==> src/rtl/multiplier_seq_ctrl.sv <==
// rtl/multiplier_seq_ctrl.sv - sequential WIDTHxWIDTH multiplier built on one shared 2x2 cell
//
// multiplier_2bit: combinational 2-bit x 2-bit unsigned multiplier.
//   a, b : 2-bit operand digits
//   c    : 4-bit product {c3,c2,c1,c0}
//
// multiplier_seq_ctrl: walks every (a digit, b digit) pair one per clock and
// accumulates the shifted partial products.
//   clk, rst            : clock, synchronous active-high reset
//   in_valid / in_ready : operand handshake (a, b sampled on the accepting edge)
//   out_valid/out_ready : result handshake (product held until drained)
//   product             : 2*WIDTH-bit accumulator, final a*b once out_valid
//   busy                : high while digit pairs are being accumulated

module multiplier_2bit (
    input  logic [1:0] a,
    input  logic [1:0] b,
    output logic [3:0] c
);
    logic p10;
    logic p01;
    logic p11;

    assign p10  = a[1] & b[0];
    assign p01  = a[0] & b[1];
    assign p11  = a[1] & b[1];
    assign c[0] = a[0] & b[0];
    assign c[1] = p10 ^ p01;
    assign c[2] = p11 ^ (p10 & p01);
    assign c[3] = p11 & p10 & p01;
endmodule

module multiplier_seq_ctrl #(
    parameter int WIDTH = 8
) (
    input  logic                 clk,
    input  logic                 rst,
    input  logic                 in_valid,
    output logic                 in_ready,
    input  logic [WIDTH-1:0]     a,
    input  logic [WIDTH-1:0]     b,
    output logic                 out_valid,
    input  logic                 out_ready,
    output logic [2*WIDTH-1:0]   product,
    output logic                 busy
);
    localparam int N  = WIDTH / 2;
    localparam int IW = (N > 1) ? $clog2(N) : 1;

    localparam logic [1:0] S_IDLE = 2'd0;
    localparam logic [1:0] S_RUN  = 2'd1;
    localparam logic [1:0] S_DONE = 2'd2;

    localparam logic [IW-1:0] LAST = IW'(N - 1);

    logic [1:0]         state_q, state_d;
    logic [WIDTH-1:0]   a_q, a_d;
    logic [WIDTH-1:0]   b_q, b_d;
    logic [2*WIDTH-1:0] acc_q, acc_d;
    logic [IW-1:0]      i_q, i_d;
    logic [IW-1:0]      j_q, j_d;

    logic [WIDTH-1:0]   a_sh;
    logic [WIDTH-1:0]   b_sh;
    logic [1:0]         a_dig;
    logic [1:0]         b_dig;
    logic [3:0]         pp;
    logic [2*WIDTH-1:0] pp_ext;
    logic [2*WIDTH-1:0] term;
    logic [IW+1:0]      shamt;

    // Digit select: shift the latched operand down by two bits per digit index.
    always_comb begin
        a_sh  = a_q >> {i_q, 1'b0};
        b_sh  = b_q >> {j_q, 1'b0};
        a_dig = a_sh[1:0];
        b_dig = b_sh[1:0];
    end

    multiplier_2bit u_cell (
        .a (a_dig),
        .b (b_dig),
        .c (pp)
    );

    // Partial product weight is 4^(i+j), i.e. a left shift of 2*(i+j).
    always_comb begin
        pp_ext      = '0;
        pp_ext[3:0] = pp;
        shamt       = {({1'b0, i_q} + {1'b0, j_q}), 1'b0};
        term        = pp_ext << shamt;
    end

    always_comb begin
        state_d = state_q;
        a_d     = a_q;
        b_d     = b_q;
        acc_d   = acc_q;
        i_d     = i_q;
        j_d     = j_q;
        case (state_q)
            S_IDLE: begin
                if (in_valid) begin
                    a_d     = a;
                    b_d     = b;
                    acc_d   = '0;
                    i_d     = '0;
                    j_d     = '0;
                    state_d = S_RUN;
                end
            end
            S_RUN: begin
                acc_d = acc_q + term;
                if (j_q == LAST) begin
                    j_d = '0;
                    if (i_q == LAST) begin
                        i_d     = '0;
                        state_d = S_DONE;
                    end else begin
                        i_d = i_q + 1'b1;
                    end
                end else begin
                    j_d = j_q + 1'b1;
                end
            end
            S_DONE: begin
                if (out_ready) begin
                    state_d = S_IDLE;
                end
            end
            default: state_d = S_IDLE;
        endcase
    end

    always_ff @(posedge clk) begin
        if (rst) begin
            state_q <= S_IDLE;
            a_q     <= '0;
            b_q     <= '0;
            acc_q   <= '0;
            i_q     <= '0;
            j_q     <= '0;
        end else begin
            state_q <= state_d;
            a_q     <= a_d;
            b_q     <= b_d;
            acc_q   <= acc_d;
            i_q     <= i_d;
            j_q     <= j_d;
        end
    end

    // in_ready is the only output that looks at an input: it drops during reset
    // so a producer never sees an accept that the reset would discard.
    assign in_ready  = (state_q == S_IDLE) && !rst;
    assign out_valid = (state_q == S_DONE);
    assign busy      = (state_q == S_RUN);
    assign product   = acc_q;
endmodule

==> config.mk <==
export PLATFORM = sky130hd
export DESIGN_NAME = multiplier_seq_ctrl
export DESIGN_NICKNAME = d
export VERILOG_FILES = /design/src/rtl/multiplier_seq_ctrl.sv
export SDC_FILE = /design/constraint.sdc
export NUM_CORES = 1
export LEC_CHECK = 0
export CORE_MARGIN = 1.5
export CORE_UTILIZATION = 30
export CTS_CLUSTER_SIZE = 14
export DETAILED_ROUTE_END_ITERATION = 10
export SYNTH_ARGS = -nofsm -noshare
export SYNTH_HDL_FRONTEND = slang
export SYNTH_SLANG_ARGS = --single-unit
export TNS_END_PERCENT = 1
==> constraint.sdc <==
create_clock -name clk -period 4.4 [get_ports clk]
set_input_delay 0.66 -clock clk [delete_from_list [all_inputs] [get_ports clk]]
set_output_delay 0.66 -clock clk [all_outputs]
set_load 0.05 [all_outputs]
# ---- After elaboration in Yosys (flattened, before gate mapping)
# Cells that the tools add are included.
dict set report totals {
  in_bits 20
  elab_cells 51
  regBits 38
  output_inout_bits 19
}
dict set report op_classes {
  n_eq_ne 8
  shifts 3
  mux 13
  add_sub_neg 4
  bitwise 9
  reduce_logical 8
}
# operator count
set ops {}
lappend ops {{one-hot mux 16 bit (2 select lines)} 1}
lappend ops {{adder 16 bit} 1}
lappend ops {{2-to-1 mux 16 bit} 1}
lappend ops {{2-to-1 mux 2 bit} 8}
lappend ops {{<< shifter 4 x 4 -> 16 bit} 1}
lappend ops {{>> shifter 8 x 3 -> 2 bit} 2}
lappend ops {{one-hot mux 2 bit (2 select lines)} 2}
lappend ops {{AND 1 bit} 7}
lappend ops {{equality test 2 bit (second input constant)} 3}
lappend ops {{inequality test 2 x 1 -> 1 bit (second input constant)} 3}
lappend ops {{one-hot mux 2 bit (3 select lines)} 1}
lappend ops {{adder 2 x 1 -> 2 bit (second input constant)} 2}
lappend ops {{AND reduction 2 bit} 2}
lappend ops {{AND reduction 4 bit} 1}
lappend ops {{adder 2 x 2 -> 3 bit} 1}
lappend ops {{AND reduction 3 bit} 1}
lappend ops {{equality test 2 x 1 -> 1 bit (second input constant)} 1}
lappend ops {{zero test 2 bit} 1}
lappend ops {{inequality test 2 bit (second input constant)} 1}
lappend ops {{nonzero test 2 bit} 1}
lappend ops {{XOR 1 bit} 2}
lappend ops {{logical AND 1 bit} 1}
lappend ops {{zero test 1 bit} 1}

# ---- Longest topological paths before layout
dict set report logic_depth {
  word_depth 7
  ltp_mapped 16
  mapped_depth_nobuf 15
}

# ---- Cells and area by module
# Synthesis repeated with hierarchy kept, for this count alone.
dict set report unflattened {
  cells_unflattened 290
  hier_area_um2 2381.0
}
# module cells_per_inst seq_area_each_um2 n_inst area_per_inst_um2
set modules_own_cells {}
lappend modules_own_cells {multiplier_seq_ctrl 283 760.7 1 2328.5}
lappend modules_own_cells {multiplier_2bit 7 0.0 1 52.6}

# ---- Worst setup path after synthesis
# OpenSTA, ideal clock, no wires.
dict set report synth_timing {
  path_kind {register to register}
  from {register i_q[0]}
  to {register acc_q[13], in the netlist product[13]}
  setup_ps 117
  arrival_ps 3406
  path_slack_ps 877
  stages_incl_launch_ff 14
  period_less_slack_ps 3523
  required_time_ps 4283
  n_path_buf 0
  path_cell_list {dfxtp_1 > mux4_1 > and2_2 > ha_1 > xor2_1 > mux2_2 > nor2_1 > ha_1 > o21a_1 > a2111oi_4 > o21a_1 > o21ai_0 > xnor2_1 > a22o_1}
}
dict set report synth_between {
  elab_chain_len 7
  word_cells_on_any_way 14
}
# item line
set synth_rtl {}
lappend synth_rtl {{start, declared} 60} ;# logic [IW-1:0] i_q, i_d;
lappend synth_rtl {{start signal, assigned} 148} ;# i_q <= i_d;
lappend synth_rtl {{>> shifter 8 x 3 -> 2 bit} 74} ;# a_sh = a_q >> {i_q, 1'b0};
lappend synth_rtl {{AND 1 bit (on tied branches)} {24, 25, 26}}
lappend synth_rtl {{AND 1 bit (on tied branches)} {29, 30}}
lappend synth_rtl {{XOR 1 bit or AND 1 bit (tied branches)} {29, 30}}
lappend synth_rtl {{<< shifter 4 x 4 -> 16 bit *} 91} ;# term = pp_ext << shamt;
lappend synth_rtl {{adder 16 bit *} 113} ;# acc_d = acc_q + term;
lappend synth_rtl {{one-hot mux 16 bit (2 select lines) *} 101} ;# case (state_q)
lappend synth_rtl {{end signal, assigned} 140} ;# acc_q <= '0;
lappend synth_rtl {{end signal, assigned} 147} ;# acc_q <= acc_d;
lappend synth_rtl {{end, declared} 59} ;# logic [2*WIDTH-1:0] acc_q, acc_d;
# Mark *: on every way between the ends. The rest lies on a longest branch, timed or not.
# A chain may end at the register's enable or synchronous reset.

# ---- Worst setup path after layout
dict set report layout_timing {
  from {register i_q[0]}
  to {register acc_q[14], in the netlist product[14]}
}
# Same word-level chain as after synthesis.

==> summary.txt <==
Critical path
  – Worst-path fanout max: 6
  – CP Class: reg -> reg
  – Critical Path RT: 4.61 ns
  – Crit-path max cell delay: 0.64 ns
  – CP Cell Sequence: mux4_1 > and2_2 > ha_1 > xor2_1 > mux2_2 > nor2_1 > ha_1 > nor2b_1 > o21ai_0 > a21boi_0 > o21ai_0 > o2111ai_1 > xor2_1 > a22o_1
  – Arrival @ worst endpoint: around 4.1 ns
  – Critical path endpoint category: flip-flop
  – Startpoint Class: flip-flop
  – Worst path slowest cell: mux4_1

Finish
  – Layout Utilization: 38.6%
  – Layout cells sized above 1: 6.47%
  – Layout area overhead: 22.4%
  – Fin cells: between 400 and 500
  – Most frequent cells in the layout: nand2_1, dfxtp_1, clkdlybuf4s50_1, a21oi_1, nor2_1
  – Leading cell type in the layout, fill and taps excluded: nand2_1
  – Design Area, Final: between 3000 and 4000 sq um
  – Ant. Diodes: 0
  – Nets: 380

Global routing
  – Gr usage total: between 10% and 20%
  – Top Usage Layer GRT: met2
  – Initial antenna violation count: 0
  – Largest net degree at the start of global routing: 35
  – GR Util met1: about a fifth
  – GR Layer Usage met2: a little under a quarter
  – Global-route wire length before repair: between 9 and 10 mm
  – Grt ovf: 0
  – GR Layer Usage met3: between 2 and 3%
  – Vias in the first global route: around 2100

Timing
  – Final worst slack: 0.486 ns
  – Slew Limit Fails: 0
  – RSZ-0062 raised after global routing: no
  – FMAX: 255 MHz
  – Worst Hold Slack: 0.453 ns
  – TNS Setup: 0 ns
  – Post-Route Skew: 0.0124 ns
  – Post-layout min period: 3.91 ns
  – Slew headroom: approximately 37%
  – Final worst-path cycle share: around nine tenths
  – Least-Margin Pin Slew: between 0.9 and 1 ns
  – Fin. Hold Viols: 0
  – Final Setup Violations: 0

Clocking
  – Clk root buf: clkbuf_8
  – Postcts setup bufs: 0
  – CTS max path bufs: 2
  – Clk Latency, worst-skew pair: 0.31 ns
  – Num CTS Buffers: 5
  – Resized Gates After CTS: 0
  – H-tree Lvls: 2
  – # hold bufs at CTS: 0
  – TritonCTS clock tree: yes
  – Clk slew on worst S/H paths: around 0.090 ns
  – Clk sinks: 38

Synth
  – Net Count, Synth: 346
  – Async set or reset register ratio after synthesis: 0%
  – Post-synth EDFFs: 0
  – Synthesized area per cell: 8.11 sq um
  – Synth cell types: 47
  – Ys flop type: dfxtp_1
  – Synthesized area: about 2500 sq um
  – Mapped Cells: between 300 and 400
  – Post-synthesis sequential area ratio: approximately 31%
  – Register bit total from synthesis: 38
  – Number of synthesis warnings: 0

Floorplan
  – I/O Pins: 39
  – Core Box Area: around 8000 sq um
  – Initial core utilization: between 30% and 40%
  – Rows: 32
  – Overall die area: around 8800 sq um
  – Die X-Extent: ~94 um
  – Die H: 93.8 um

Drt
  – Drt drc: 0
  – Drt via density: around 5
  – Routed wire length: ~5.8 mm
  – Drt wl/cell: 13.1 um
  – Total iterations of the first detailed-routing run: 4
  – Routed Antenna Nets: 0
  – DR vias: 2197
  – DR iter-0 viols: 140

Place
  – RD Place Congestion: 0.853
  – Cell Area, Placed: between 2000 and 3000 sq um
  – Post-DP HPWL: around 4.2 mm
  – I/O Buffers: 38
  – Worst slack, placed: a little over 0.5 ns
  – Placed insts: ~430

Power and ir drop
  – Cell area power density: 236 nW/um^2
  – Total chip power: between 0.7 and 0.8 mW
  – Worst VDD drop: 0.121 mV
  – Lkg Pwr: 1.28 nW

Min path
  – Hold Crit Class: reg -> reg

Run status
  – Status: finished, final reports clean

Run
  – Max-cap violations: 0
==> kinds of logic after synthesis <==
logic type               after synthesis  share of synthesized area, %
flip-flops                            38                          30.8
XOR/XNOR                              11                          3.90
buffers and inverters                 24                          4.30
multiplexers                           5                          4.40
adder cells (fa/ha/maj)               21                          11.2
AND/OR/NAND/NOR                      125                          23.1
AO/OA/AOI/OAI                         81                          22.3
==> critical path, delay by kind of cell, from the launching register on <==
| kind | cells | cell delay, ns |
|---|---|---|
| DFF | 1 | 0.47 |
| xor gates and xnor gates | 2 | 0.34 |
| muxes | 2 | 0.94 |
| adders and majority gates | 2 | 0.46 |
| AOI/OAI and AO/OA | 5 | 1.15 |
| and+or+nand+nor | 3 | 0.45 |
==> where the power goes <==
part	total, mW	internal [mW]	switching [mW]
Clock	0.269	0.126	0.142
Combinational	0.0831	0.0349	0.0482
Sequential	0.361	0.354	0.00708
==> final timing paths <==
kind / startpoint / to / slack [ns] / cells past startpoint
hold / removal: a_q[1] / a_q[1] / 0.45 / 2
setup / recovery: i_q[0] / product[14] / 0.49 / 14
setup reg to reg: i_q[0] / product[14] / 0.49 / 14
hold reg to reg: a_q[1] / a_q[1] / 0.45 / 2
==> layer usage <==
layer  up-vias  part of all wire, %
met5         -                    0
met4         0                  1.6
met3         7                  4.9
met2        49                   45
met1       996                   49
li1       1145                    -
==> cell type report <==
cell class / count / area [sq um]
Tap cell: 102 / 128
Fill cell: 823 / 4820
Clock buffer: 6 / 82.6
Multi-Input combinational cell: 243 / 1610
Sequential cell: 38 / 761
Clock inverter: 2 / 12.5
Timing Repair Buffer: 40 / 395
Inverter: 11 / 41.3
==> state kept, by name, summed over array words and instances (netlist names) <==
name     cells
a_q          8
j_q          2
state_q      2
i_q          2
b_q          8
product     16
==> synth_stat cells, drive strengths merged (3+ instances only) <==
master / number / area, sq um
ha: 19 / 238
nor2b: 7 / 43.8
dfxtp: 38 / 761
inv: 11 / 41.3
clkbuf: 8 / 30.0
nor3: 8 / 51.3
xnor2: 6 / 52.6
a22o: 5 / 43.8
nand2b: 3 / 18.8
nand2: 53 / 199
nand3: 10 / 50.1
nor2: 31 / 116
mux4: 4 / 97.6
a21o: 7 / 52.6
o211a: 3 / 30.0
buf: 5 / 35.0
a21oi: 33 / 165
o21a: 4 / 37.5
a31oi: 9 / 56.3
and2: 3 / 20.0
o21ai: 8 / 40.0
xor2: 5 / 43.8
Power figures use the tool's default switching activity.
